File: config.mk
export PLATFORM = sky130hd
export DESIGN_NAME = adder_driver_flat
export DESIGN_NICKNAME = d
export VERILOG_FILES = /design/src/rtl/adder_driver_pkg.sv /design/src/rtl/adder_driver_if.sv /design/src/rtl/adder_driver_fifo.sv /design/src/rtl/adder_driver.sv /design/src/flat_wrapper.sv
export SDC_FILE = /design/constraint.sdc
export NUM_CORES = 1
export LEC_CHECK = 0
export BUFFER_PORTS_ARGS = -buffer_cell sky130_fd_sc_hd__clkbuf_2
export CORE_UTILIZATION = 35
export DETAILED_ROUTE_END_ITERATION = 12
export PLACE_DENSITY = 0.63
export SLEW_MARGIN = 0
export SYNTH_ARGS = -nofsm -noshare
export SYNTH_HDL_FRONTEND = slang
export SYNTH_SLANG_ARGS = --single-unit
File: constraint.sdc
create_clock -name clk -period 2.2 [get_ports clk]
set_clock_uncertainty 0.2 [all_clocks]
set_input_delay 0.11 -clock clk [delete_from_list [all_inputs] [get_ports clk]]
set_output_delay 0.11 -clock clk [all_outputs]
set_load 0.05 [all_outputs]
File: src/rtl/adder_driver_pkg.sv
// Shared types and constants for the adder driver slice.
package pa_adder;

    localparam int A_W = 4;
    localparam int C_W = 7;

    // Reset value of the captured sum; above the largest real sum (30),
    // so a response register that never captured anything stands out.
    localparam logic [C_W-1:0] RV_C = 7'h7F;

    typedef enum logic [1:0] {
        ST_IDLE,
        ST_ISSUE,
        ST_CAPTURE,
        ST_RESPOND
    } adder_drv_state_e;

    // Reference sum of two operands, zero-extended to the sum width.
    function automatic logic [C_W-1:0] ref_sum(input logic [A_W-1:0] a,
                                               input logic [A_W-1:0] b);
        return {{(C_W-A_W){1'b0}}, a} + {{(C_W-A_W){1'b0}}, b};
    endfunction

endpackage

File: src/rtl/adder_driver_if.sv
// Command, adder and response buses of the adder driver.
interface adder_driver_if #(parameter int TAG_W = 4) ();

    logic                       in_valid;
    logic                       in_ready;
    logic [pa_adder::A_W-1:0]   in_a;
    logic [pa_adder::A_W-1:0]   in_b;
    logic [TAG_W-1:0]           in_tag;

    logic                       add_valid;
    logic [pa_adder::A_W-1:0]   add_a;
    logic [pa_adder::A_W-1:0]   add_b;
    logic [pa_adder::C_W-1:0]   add_c;

    logic                       rsp_valid;
    logic                       rsp_ready;
    logic [pa_adder::C_W-1:0]   rsp_c;
    logic [TAG_W-1:0]           rsp_tag;
    logic                       rsp_err;
    logic [7:0]                 err_cnt;

    // Driver side.
    modport slave (
        input  in_valid, in_a, in_b, in_tag, add_c, rsp_ready,
        output in_ready, add_valid, add_a, add_b,
               rsp_valid, rsp_c, rsp_tag, rsp_err, err_cnt
    );

    // Control logic / adder side.
    modport master (
        output in_valid, in_a, in_b, in_tag, add_c, rsp_ready,
        input  in_ready, add_valid, add_a, add_b,
               rsp_valid, rsp_c, rsp_tag, rsp_err, err_cnt
    );

endinterface

File: src/rtl/adder_driver_fifo.sv
// Synchronous command FIFO; DEPTH must be a power of two so the
// pointers wrap naturally.
module adder_drv_fifo #(
    parameter int DEPTH = 4,
    parameter int W     = 12
) (
    input  logic         clk,
    input  logic         reset,
    input  logic         push_i,
    input  logic [W-1:0] data_i,
    input  logic         pop_i,
    output logic [W-1:0] data_o,
    output logic         full_o,
    output logic         empty_o
);

    localparam int PTR_W = $clog2(DEPTH);
    localparam int CNT_W = PTR_W + 1;
    localparam logic [CNT_W-1:0] FULL_CNT = CNT_W'(DEPTH);

    logic [W-1:0]     mem_q [DEPTH];
    logic [PTR_W-1:0] wr_ptr_q;
    logic [PTR_W-1:0] rd_ptr_q;
    logic [CNT_W-1:0] count_q;
    logic [CNT_W-1:0] count_d;

    // Occupancy: a simultaneous push and pop leaves it unchanged.
    always_comb begin
        count_d = count_q;
        if (push_i && !pop_i) begin
            count_d = count_q + 1'b1;
        end else if (!push_i && pop_i) begin
            count_d = count_q - 1'b1;
        end
    end

    // Pointer and occupancy registers; cleared asynchronously.
    always_ff @(posedge clk or posedge reset) begin
        if (reset) begin
            wr_ptr_q <= '0;
            rd_ptr_q <= '0;
            count_q  <= '0;
        end else begin
            if (push_i) begin
                wr_ptr_q <= wr_ptr_q + 1'b1;
            end
            if (pop_i) begin
                rd_ptr_q <= rd_ptr_q + 1'b1;
            end
            count_q <= count_d;
        end
    end

    // Entry storage; contents are don't-care until written.
    always_ff @(posedge clk) begin
        if (push_i) begin
            mem_q[wr_ptr_q] <= data_i;
        end
    end

    assign data_o  = mem_q[rd_ptr_q];
    assign full_o  = (count_q == FULL_CNT);
    assign empty_o = (count_q == '0);

endmodule

File: src/rtl/adder_driver.sv
// Initiator-side driver for the adder: buffers commands, issues one
// operation at a time, checks the returned sum and reports it in order.
module adder_driver
    import pa_adder::*;
#(
    parameter int DEPTH = 4,
    parameter int TAG_W = 4
) (
    input  logic          clk,
    input  logic          reset,
    adder_driver_if.slave bus
);

    localparam int ENT_W = 2 * A_W + TAG_W;

    logic             fifo_push;
    logic             fifo_pop;
    logic             fifo_full;
    logic             fifo_empty;
    logic [ENT_W-1:0] fifo_din;
    logic [ENT_W-1:0] fifo_head;

    logic [A_W-1:0]   head_a;
    logic [A_W-1:0]   head_b;
    logic [TAG_W-1:0] head_tag;

    adder_drv_state_e state_q;
    logic             add_valid_q;
    logic [A_W-1:0]   add_a_q;
    logic [A_W-1:0]   add_b_q;
    logic [TAG_W-1:0] op_tag_q;
    logic             rsp_valid_q;
    logic [C_W-1:0]   rsp_c_q;
    logic [TAG_W-1:0] rsp_tag_q;
    logic             rsp_err_q;
    logic [7:0]       err_cnt_q;

    logic             rsp_hs;
    logic             start_issue;

    assign fifo_push = bus.in_valid && !fifo_full;
    assign fifo_pop  = (state_q == ST_ISSUE);
    assign fifo_din  = {bus.in_a, bus.in_b, bus.in_tag};

    assign head_a   = fifo_head[ENT_W-1 -: A_W];
    assign head_b   = fifo_head[TAG_W +: A_W];
    assign head_tag = fifo_head[TAG_W-1:0];

    adder_drv_fifo #(
        .DEPTH (DEPTH),
        .W     (ENT_W)
    ) u_fifo (
        .clk     (clk),
        .reset   (reset),
        .push_i  (fifo_push),
        .data_i  (fifo_din),
        .pop_i   (fifo_pop),
        .data_o  (fifo_head),
        .full_o  (fifo_full),
        .empty_o (fifo_empty)
    );

    assign rsp_hs = (state_q == ST_RESPOND) && bus.rsp_ready;

    // A new operation starts from IDLE, or straight out of a completed
    // response, whenever the FIFO holds a command.
    always_comb begin
        start_issue = !fifo_empty &&
                      ((state_q == ST_IDLE) || rsp_hs);
    end

    // Operation sequencer with registered adder and response outputs.
    always_ff @(posedge clk or posedge reset) begin
        if (reset) begin
            state_q     <= ST_IDLE;
            add_valid_q <= 1'b0;
            add_a_q     <= '0;
            add_b_q     <= '0;
            op_tag_q    <= '0;
            rsp_valid_q <= 1'b0;
            rsp_c_q     <= RV_C;
            rsp_tag_q   <= '0;
            rsp_err_q   <= 1'b0;
        end else begin
            case (state_q)
                ST_IDLE: begin
                    state_q <= ST_IDLE;
                end
                ST_ISSUE: begin
                    add_valid_q <= 1'b0;
                    state_q     <= ST_CAPTURE;
                end
                ST_CAPTURE: begin
                    rsp_c_q     <= bus.add_c;
                    rsp_err_q   <= (bus.add_c != ref_sum(add_a_q, add_b_q));
                    rsp_tag_q   <= op_tag_q;
                    rsp_valid_q <= 1'b1;
                    state_q     <= ST_RESPOND;
                end
                ST_RESPOND: begin
                    if (bus.rsp_ready) begin
                        rsp_valid_q <= 1'b0;
                        state_q     <= ST_IDLE;
                    end
                end
                default: begin
                    state_q <= ST_IDLE;
                end
            endcase
            // The issue pulse and operand latch override the holds above.
            if (start_issue) begin
                state_q     <= ST_ISSUE;
                add_valid_q <= 1'b1;
                add_a_q     <= head_a;
                add_b_q     <= head_b;
                op_tag_q    <= head_tag;
            end
        end
    end

    // Saturating count of responses delivered with an error flag.
    always_ff @(posedge clk or posedge reset) begin
        if (reset) begin
            err_cnt_q <= '0;
        end else if (rsp_hs && rsp_err_q && (err_cnt_q != 8'hFF)) begin
            err_cnt_q <= err_cnt_q + 8'd1;
        end
    end

    assign bus.in_ready  = !fifo_full;
    assign bus.add_valid = add_valid_q;
    assign bus.add_a     = add_a_q;
    assign bus.add_b     = add_b_q;
    assign bus.rsp_valid = rsp_valid_q;
    assign bus.rsp_c     = rsp_c_q;
    assign bus.rsp_tag   = rsp_tag_q;
    assign bus.rsp_err   = rsp_err_q;
    assign bus.err_cnt   = err_cnt_q;

endmodule
File: src/flat_wrapper.sv
// flat-port wrapper written by rule: the top's interface ports become plain ports
module adder_driver_flat import pa_adder::*;
#(
    parameter int DEPTH = 4,
    parameter int TAG_W = 4
)
  (clk, reset, bus_in_valid, bus_in_a, bus_in_b, bus_in_tag, bus_add_c, bus_rsp_ready, bus_in_ready, bus_add_valid, bus_add_a, bus_add_b, bus_rsp_valid, bus_rsp_c, bus_rsp_tag, bus_rsp_err, bus_err_cnt);
  adder_driver_if #(.TAG_W(TAG_W)) bus_i ();
  input  logic clk;
  input  logic reset;
  input wire logic [$bits(bus_i.in_valid)-1:0] bus_in_valid;
  input wire logic [$bits(bus_i.in_a)-1:0] bus_in_a;
  input wire logic [$bits(bus_i.in_b)-1:0] bus_in_b;
  input wire logic [$bits(bus_i.in_tag)-1:0] bus_in_tag;
  input wire logic [$bits(bus_i.add_c)-1:0] bus_add_c;
  input wire logic [$bits(bus_i.rsp_ready)-1:0] bus_rsp_ready;
  output wire logic [$bits(bus_i.in_ready)-1:0] bus_in_ready;
  output wire logic [$bits(bus_i.add_valid)-1:0] bus_add_valid;
  output wire logic [$bits(bus_i.add_a)-1:0] bus_add_a;
  output wire logic [$bits(bus_i.add_b)-1:0] bus_add_b;
  output wire logic [$bits(bus_i.rsp_valid)-1:0] bus_rsp_valid;
  output wire logic [$bits(bus_i.rsp_c)-1:0] bus_rsp_c;
  output wire logic [$bits(bus_i.rsp_tag)-1:0] bus_rsp_tag;
  output wire logic [$bits(bus_i.rsp_err)-1:0] bus_rsp_err;
  output wire logic [$bits(bus_i.err_cnt)-1:0] bus_err_cnt;
  assign bus_i.in_valid = bus_in_valid;
  assign bus_i.in_a = bus_in_a;
  assign bus_i.in_b = bus_in_b;
  assign bus_i.in_tag = bus_in_tag;
  assign bus_i.add_c = bus_add_c;
  assign bus_i.rsp_ready = bus_rsp_ready;
  assign bus_in_ready = bus_i.in_ready;
  assign bus_add_valid = bus_i.add_valid;
  assign bus_add_a = bus_i.add_a;
  assign bus_add_b = bus_i.add_b;
  assign bus_rsp_valid = bus_i.rsp_valid;
  assign bus_rsp_c = bus_i.rsp_c;
  assign bus_rsp_tag = bus_i.rsp_tag;
  assign bus_rsp_err = bus_i.rsp_err;
  assign bus_err_cnt = bus_i.err_cnt;
  adder_driver #(.DEPTH(DEPTH), .TAG_W(TAG_W)) u_core (.clk(clk), .reset(reset), .bus(bus_i));
endmodule
# After elaboration in Yosys (flattened, before gate mapping)
# Memories as Yosys holds them, arrays and structs flattened. A register that Yosys moved wholly into a read port is not among the register bits.
# Cells that the tools add are included.
# word_totals
register_bits	31
latch_bits	0
ram_bits	48
rom_bits	0
output_inout_bits	31
memories	1
# classes
add_sub_neg	6
mul	0
div_mod_pow	0
n_lt_le_gt_ge	0
eq_ne	8
shifts	0
mux	11
n_bitwise	0
reduce_logical	18
# mem_list
name	words	word_bits	rd	rd_ports_with_merged_regs	write_ports	line	text
u_core.u_fifo.mem_q	4	12	1	1	1	adder_driver_fifo.sv:21	logic [W-1:0] mem_q [DEPTH];
# ops
cell	count
adder 8 x 1 -> 8 bit, second input constant	1
inequality test 8 bit, second input constant	1
case mux 2 bit (4 select lines)	1
logical AND 1 bit	7
inequality test 7 bit	1
two-way mux 3 bit	2
nonzero test 2 bit	3
adder 4 x 4 -> 5 bit	1
two-way mux 1 bit	5
adder 2 x 1 -> 2 bit, second input constant	2
== test 2 bit, second input constant	2
logical NOT 1 bit	4
two-way mux 2 bit	2
adder 3 x 1 -> 3 bit, second input constant	1
== test 3 bit, second input constant	1
logical NOT 3 bit	1
inequality test 3 x 2 -> 1 bit, second input constant	1
subtractor 3 x 1 -> 3 bit, second input constant	1
== test 2 x 1 -> 1 bit, second input constant	1
logical NOT 2 bit	1
inequality test 2 bit, second input constant	1
case mux 1 bit (2 select lines)	1
AND reduction 2 bit	1
logical OR 1 bit	1

# Longest topological paths before layout
# Gate-level depths: netlist of the first run.
# depth
depth_word	7
mapped_depth	9
depth_no_buf	9

# Modules after synthesis
# Synthesis of the first run repeated with hierarchy kept, for this count alone.
# unflattened
hier_cells	247
area_unflattened_um2	3853.7
# by_module_without_submodules
mod	instances	cells_each	area_each_um2
adder_drv_fifo	1	98	2157.1
adder_driver	1	149	1696.6

# Worst setup path before layout of the first run
# OpenSTA, ideal clock, no wires.
# synth_path
kind	register to register
start	register u_core.u_fifo.count_q[0]
end	register u_core.u_fifo.count_q[2]
arrival_time_ps	2186
required_time_ps	1921
setup_slack_ps	-265
stages_incl_launch_ff	10
n_path_buf	0
period_less_slack_ps	2465
cell_sequence	dfrtp_1 -> nor2_1 -> nand2_1 -> and2_0 -> ha_1 -> inv_1 -> fa_1 -> xor2_1 -> nor2_1 -> xor2_1
# synth_via
elab_chain_len	6
# synth_rtl
item	line	text
start, declared	adder_driver_fifo.sv:24	logic [CNT_W-1:0] count_q;
start signal, assigned	adder_driver_fifo.sv:50	count_q <= count_d;
== test 3 bit *	adder_driver_fifo.sv:62	assign full_o = (count_q == FULL_CNT);
logical NOT 1 bit *	--	
named net bus_in_ready	flat_wrapper.sv:17	output wire logic [$bits(bus_i.in_ready)-1:0] bus_in_ready;
logical AND 1 bit *	adder_driver.sv:41	assign fifo_push = bus.in_valid && !fifo_full;
named net u_core.fifo_push	adder_driver.sv:16	logic fifo_push;
logical NOT 1 bit	adder_driver_fifo.sv:32	end else if (!push_i && pop_i) begin
logical AND 1 bit	adder_driver_fifo.sv:32	
nonzero test 2 bit (no line)	--	
# The timed path passes the listed nets; every way through them passes the cells marked *. The select of a mux whose other input is x is not followed.
# A chain may end at the register's enable or synchronous reset.

# Worst setup path in the final report of the first run
# layout_path
start	register u_core.add_b_q[0] (netlist: u_core.bus.add_b[0]) (read register of u_core.u_fifo.mem_q)
end	register u_core.rsp_err_q (netlist: u_core.bus.rsp_err)
# layout_via
elab_chain_len	2
# layout_rtl
item	line	text
start, declared	adder_driver.sv:30	logic [A_W-1:0] add_b_q;
adder 4 x 4 -> 5 bit	adder_driver_pkg.sv:21	return {{(C_W-A_W){1'b0}}, a} + {{(C_W-A_W){1'b0}}, b};
inequality test 7 bit	adder_driver.sv:95	rsp_err_q <= (bus.add_c != ref_sum(add_a_q, add_b_q));
end signal, assigned	adder_driver.sv:95	
end, declared	adder_driver.sv:35	logic rsp_err_q;
# No other way between the ends.

==> results of run 1 <==
[state kept, by name, indices dropped and copies added (netlist names), 2 cells and up]
name,flops
u_core.bus.add_a,4
u_core.op_tag_q,4
u_core.bus.rsp_c,7
u_core.bus.add_b,4
u_core.bus.err_cnt,8
u_core.u_fifo.mem_q,48
u_core.u_fifo.count_q,3
u_core.bus.rsp_tag,4
u_core.u_fifo.rd_ptr_q,2
u_core.u_fifo.wr_ptr_q,2
u_core.state_q,2
[layer usage]
| layer | vias to the layer above | share of wire | GRT usage |
|---|---|---|---|
| met5 | - | 0 | 0 |
| met4 | 0 | 0.0044 | 0.0382 |
| met3 | 4 | 0.034 | 0.0377 |
| met2 | 45 | 0.49 | 0.216 |
| met1 | 1020 | 0.47 | 0.167 |
| li1 | 998 | - | - |
[power by group through the flow]
stage,Sequential (µW),Combinational (µW),Clock (µW)
CTS,2780,3530,1100
detailed placement,2820,3480,0
finish,2760,3560,1060
floorplan,3620,1880,0
global route,2830,3870,1170
global placement,2790,3420,0
[layout by cell type (no fill, tap or decap), drive strengths merged]
cell,n
inv,11
nor4b,1
o21ai,1
nor2,3
and3,7
dfstp,7
clkinvlp,1
ha,14
nand2b,2
o32a,2
fa,2
a21o,3
and2,3
nand3,3
mux2,26
mux2i,1
mux4,12
a21oi,3
clkinv,2
dlygate4sd3,23
xnor2,13
buf,16
nand2,6
clkbuf,63
dfrtp,36
edfxtp,48
nand4,1
a41oi,1
xor2,7
o31ai,1
[area by class of cell]
class                   instances  area [µm²]  area share
repair buffers                 92         619       0.129
clock inverters                 6        56.3      0.0117
inverters                       8        30.0     0.00625
well taps                     136         170      0.0354
flip-flops and latches         91        2530       0.527
clock buffers                  10         128      0.0266
multi-input cells             112        1270       0.264
[stage by stage]
step / power (µW) / hold WS, ns / utilization
6_report: 7380 / 0.219 / 0.457
2_1_floorplan: 5500 / 0.00887 / -
3_3_place_gp: 6210 / 0.0612 / 0.414
5_1_grt: 7870 / 0.282 / 0.457
4_1_cts: 7410 / -0.0802 / 0.452
3_5_place_dp: 6300 / 0.0657 / 0.414
[cells by family after synthesis]
| logic type | count (synthesis) | share of synthesized area |
|---|---|---|
| DFF | 91 | 0.657 |
| muxes | 39 | 0.161 |
| and+or+nand+nor | 26 | 0.0361 |
| xor gates and xnor gates | 20 | 0.0455 |
| adders and majority gates | 16 | 0.0560 |
| buffers and inverters | 14 | 0.0224 |
| AOI/OAI and AO/OA | 11 | 0.0224 |
[worst max-delay path, cell delays in order (launching register included)]
cell and delay, ns:
dfrtp_2 0.43, ha_4 0.17, fa_1 0.46, xor2_1 0.16
nor4b_2 0.28, nand3_1 0.11, o32a_1 0.28
[repair_timing]
| action | 4_1_cts | 5_1_grt |
|---|---|---|
| setup buffers | 0 | 3 |
| gates resized for setup | 0 | 5 |
| hold endpoints to repair | 95 | 1 |
| endpoints found under the setup margin | 1 | 4 |
| pin swaps | 0 | 7 |
| hold buffers | 22 | 1 |
[path summary, 6_finish.rpt]
path | startpoint | to | depth (start not counted) | slack, ns
max reg2reg | u_core.bus.add_b[0] | u_core.bus.rsp_err | 6 | -0.001
min | reset | u_core.bus.err_cnt[6] | 4 | 0.22
min in group clk | u_core.bus.err_cnt[4] | u_core.bus.err_cnt[4] | 1 | 0.31
max in group asynchronous | reset | u_core.bus.add_a[1] | 4 | 1.17
max | u_core.bus.add_b[0] | u_core.bus.rsp_err | 6 | -0.001
min reg2reg | u_core.bus.err_cnt[4] | u_core.bus.err_cnt[4] | 1 | 0.31
==> flow_summary.toml, run 1 <==
[worst_setup_path]
path_max_fanout = 2
worstSetupPathType = "reg -> reg"
start_kind = "register"
cp-end-kind = "register"
cp.required_ns = 2.24
worstPathArrival_ns = 2.24

[power]
netSwitchingPower_uw = 2980
clockPowerShare = 0.143
p_per_area_nw_per_um2 = 1540
p_seq_frac = 0.374
swShare = 0.404
irDropWorstVdd_mv = 0.655
p_int_uw = 4400
pwr-share-comb = 0.482
power_leakage_uw = 0.00198

[status]
violations = "negative setup slack"
status = "finished, violations left"

[floorplan]
die_w_um = 107
coreArea_um2 = 10500
start_util = 0.366
die_h_um = 107
num_io_pins = 54
dieArea_um2 = 11400
core.rowCount = 37

[sta]
fmax_mhz = 454
layout_min_cycle_time_ns = 2.20
hold_viol = 0
slew_viol_final = 0
min_period_over_period = 1.00
setup_viol = 1
timing.final.ws_setup_ns = -0.00150
finalSetupTns_ns = -0.00150
worst_pin_slew_ns = 0.554
slew_headroom = 0.630
rsz0062_at_grt = "true"

[global_routing]
grt_max_degree = 44
grt_pass1_vias = 2179
gr-usage-all-layers = 0.131
antenna_found_initial = 0
grt_pass1_wl_um = 11200
grt_overflow = 0

[layout]
postLayoutCellArea_um2 = 4800
drive_above_1_share = 0.429
nNetsFinal = 353
area_delta_synth_final_pct = 24.9
num_antenna_cells = 0
final_cell_count_no_fill = 455
fillCellCount = 944

[synthesis]
async_flop_share = 0.473
yosysTopAreaCellShare = 0.375
synthTopCellsByArea = "edfxtp_1 (37%), dfrtp_1 (23%), mux2_2 (5.3%), dfstp_2 (4.8%), mux4_2 (4.7%)"
yosysWarnings = 0
synth.most_common_cell = "edfxtp_1"
synth_cells = 217
yosysTopAreaCell = "edfxtp_1"
syn_nets = 256
ys.flop_type = "edfxtp_1"
avgSynthCellArea_um2 = 17.7
ys_seq_area_frac = 0.657
synth_cell_type_count = 32
yosys-top-cells-count = "edfxtp_1 (48), dfrtp_1 (36), mux2_2 (18)"
syn-cell-area_um2 = 3850
ys_seq_elements = 91
synth-edff-count = 48

[clock_tree]
clock_latency_ns = 0.35
clkTransAtPathRegs_ns = 0.09
clkSinkCount = 91
cts_buffer_depth = 2
htree_levels = 3
numCtsBuffers = 9
cts-root-buf = "clkbuf_8"
cts_tree = "built"

[drt]
firstDrtPassIters = 4
ant_nets = 0
vias_per_cell = 4.54
routed_wl_um = 6840
vias = 2067
drt_iter0_markers = 45
wire_per_inst_um = 15.0
drc = 0

[placement]
place_area_um2 = 4350
gp_congestion = 0.712
hpwl_um = 4650
io_buffers = 53
dp_cells = 413
pre_cts_ws_ns = 0.00392

[worst_hold_path]
hp-class = "in -> async"

[run]
cap_viol_max_count = 0
(Power assumes the default switching activity.)
==> run 2, diff against run 1 <==
--- a/config.mk
+++ b/config.mk
@@ -6,9 +6,10 @@
 export NUM_CORES = 1
 export LEC_CHECK = 0
 export BUFFER_PORTS_ARGS = -buffer_cell sky130_fd_sc_hd__clkbuf_2
+export CORE_MARGIN = 10
 export CORE_UTILIZATION = 35
 export DETAILED_ROUTE_END_ITERATION = 12
-export PLACE_DENSITY = 0.63
+export PLACE_DENSITY = 0.61
 export SLEW_MARGIN = 0
 export SYNTH_ARGS = -nofsm -noshare
 export SYNTH_HDL_FRONTEND = slang
==> constraint.sdc (replaced) <==
create_clock -name clk -period 2.7 [get_ports clk]
set_clock_uncertainty 0.2 [all_clocks]
set_input_delay 0.135 -clock clk [delete_from_list [all_inputs] [get_ports clk]]
set_output_delay 0.135 -clock clk [all_outputs]
set_load 0.05 [all_outputs]
==> flow_summary.toml, run 2 (synthesis gave the netlist of run 1 again) <==
[sta]
hold_viol = 0
rsz0062_at_grt = "false"
layout_min_cycle_time_ns = 2.31
finalSetupTns_ns = 0
setup_viol = 0
min_period_over_period = 0.855
timing.final.ws_setup_ns = 0.390
worst_pin_slew_ns = 0.760
slew_viol_final = 0
slew_headroom = 0.490
fmax_mhz = 433
timing.hold.ws_ns = 0.0575

[placement]
gp_congestion = 0.764
hpwl_um = 5230
io_buffers = 53
pre_cts_ws_ns = 0.382

[clock_tree]
cts_buffer_depth = 2
ctsResizeCount = 0
cts-root-buf = "clkbuf_8"
cts_setup_buffers = 0
numCtsBuffers = 9
clkSinkCount = 91
cts_tree = "built"
htree_levels = 3
post_cts_hold_buffer_count = 21
clkTransAtPathRegs_ns = 0.10
clock_latency_ns = 0.36

[global_routing]
grt_pass1_wl_um = 11800
grt_max_degree = 21
antenna_found_initial = 0
grt_pass1_vias = 2188
gr-usage-all-layers = 0.0948
grt_overflow = 0

[power]
p_per_area_nw_per_um2 = 1250
netSwitchingPower_uw = 2420
swShare = 0.414
p_int_uw = 3430
irDropWorstVdd_mv = 0.502
p_seq_frac = 0.396
pwr-share-comb = 0.452
clockPowerShare = 0.153
power_leakage_uw = 0.00192

[drt]
firstDrtPassIters = 4
vias_per_cell = 4.62
drt_iter0_markers = 137
routed_wl_um = 7280
vias = 2059
drc = 0
wire_per_inst_um = 16.3
ant_nets = 0

[floorplan]
die_h_um = 125
core.rowCount = 38
num_io_pins = 54
start_util = 0.356
dieArea_um2 = 15600
die_w_um = 125
coreArea_um2 = 10800

[worst_hold_path]
min_to = "u_core.u_fifo.wr_ptr_q[0]"
whs_path_depth = 3
hp-start = "bus_in_valid"
hp-class = "in -> reg"

[layout]
multi_input_area_um2 = 1230
ff_latch_area_um2 = 2530
final_cell_mix = "clkbuf_2 (53), edfxtp_1 (48), dfrtp_1 (36)"
drive_above_1_share = 0.379
largest_reg_flops = 48
regMostFlops = "u_core.u_fifo.mem_q"
final_common_cell = "clkbuf_2"
fillCellCount = 971
area_delta_synth_final_pct = 21.4
num_antenna_cells = 0
nNetsFinal = 340

[worst_setup_path]
cp.required_ns = 2.79
reg2reg_slack_ns = 0.39
critPathSlowestCell = "dfrtp_1"
worstReg2RegStart = "u_core.u_fifo.count_q[0]"
path_max_fanout = 6
critPathTopFamily = "adder cells"
worstReg2RegEnd = "u_core.u_fifo.count_q[2]"
worstSetupPathType = "reg -> reg"
worstPathArrival_ns = 2.40
max_stage_delay_ns = 0.44
r2r_cells = 9
path_cells = "nor2_1 > nand2_1 > and2_0 > ha_1 > inv_1 > fa_1 > xor2_1 > nor2_1 > xor2_1"
worstSetupStartpoint = "u_core.u_fifo.count_q[0]"
start_kind = "register"
cp-end-kind = "register"
worst-path-buf-inv = 1
path_depth = 9

[run]
cap_viol_max_count = 0

[status]
status = "finished clean"
[run 2: changes by cell type in the layout (fill, tap and decap cells not counted), moves of 2 or more]
cell | before | now
dfrtp_2 | 4 | 0
buf_4 | 15 | 5
ha_2 | 2 | 0
dlygate4sd3_1 | 23 | 21
dfrtp_1 | 32 | 36
ha_1 | 11 | 14
[run 2: worst max-delay path by stage]
stage                                    end  slack (ns)
finish              u_core.u_fifo.count_q[2]        0.39
global route        u_core.u_fifo.count_q[2]        0.25
CTS                 u_core.u_fifo.count_q[2]        0.38
detailed placement  u_core.u_fifo.count_q[2]        0.38
global placement    u_core.u_fifo.count_q[2]        0.50
floorplan           u_core.u_fifo.count_q[2]        0.23
[run 2: worst reg2reg max path: cells and delay by family (launching register included)]
kind	cells	cell delay [ns]
adder cells (fa/ha/maj)	2	0.65
XOR/XNOR	2	0.29
flip-flops	1	0.44
AND/OR/NAND/NOR	4	0.59
buffers and inverters	1	0.07
[run 2: metal layers]
layer,vias to the layer above,part of all wire,GRT usage
met5,-,0,0
met4,0,0.0055,0.0224
met3,4,0.061,0.0396
met2,50,0.47,0.151
met1,1028,0.46,0.117
li1,977,-,-
[run 2: power by group through the flow]
stage,registers [µW],clock network [µW],logic (µW)
global placement,2330,0,2660
floorplan,2930,0,1510
detailed placement,2360,0,2670
CTS,2330,926,2700
global route,2390,988,2860
finish,2320,893,2640
[run 2: final cells by class]
cell class                 count  area share
tap                          140      0.0375
timing repair buffer          79       0.110
clock inverter                 7      0.0145
inverter                       8     0.00643
clock buffer                   9      0.0265
multi-input combinational    112       0.264
sequential                    91       0.541
[run 2: stage by stage]
stage / util / power (µW) / cell area (µm²) / std cells
after floorplan: - / 4440 / 3850 / 217
after global placement: 0.395 / 5000 / 4270 / 409
after detailed placement: 0.395 / 5030 / 4270 / 409
after CTS: 0.433 / 5950 / 4670 / 446
after global routing: 0.433 / 6240 / 4670 / 446
final: 0.433 / 5850 / 4670 / 446
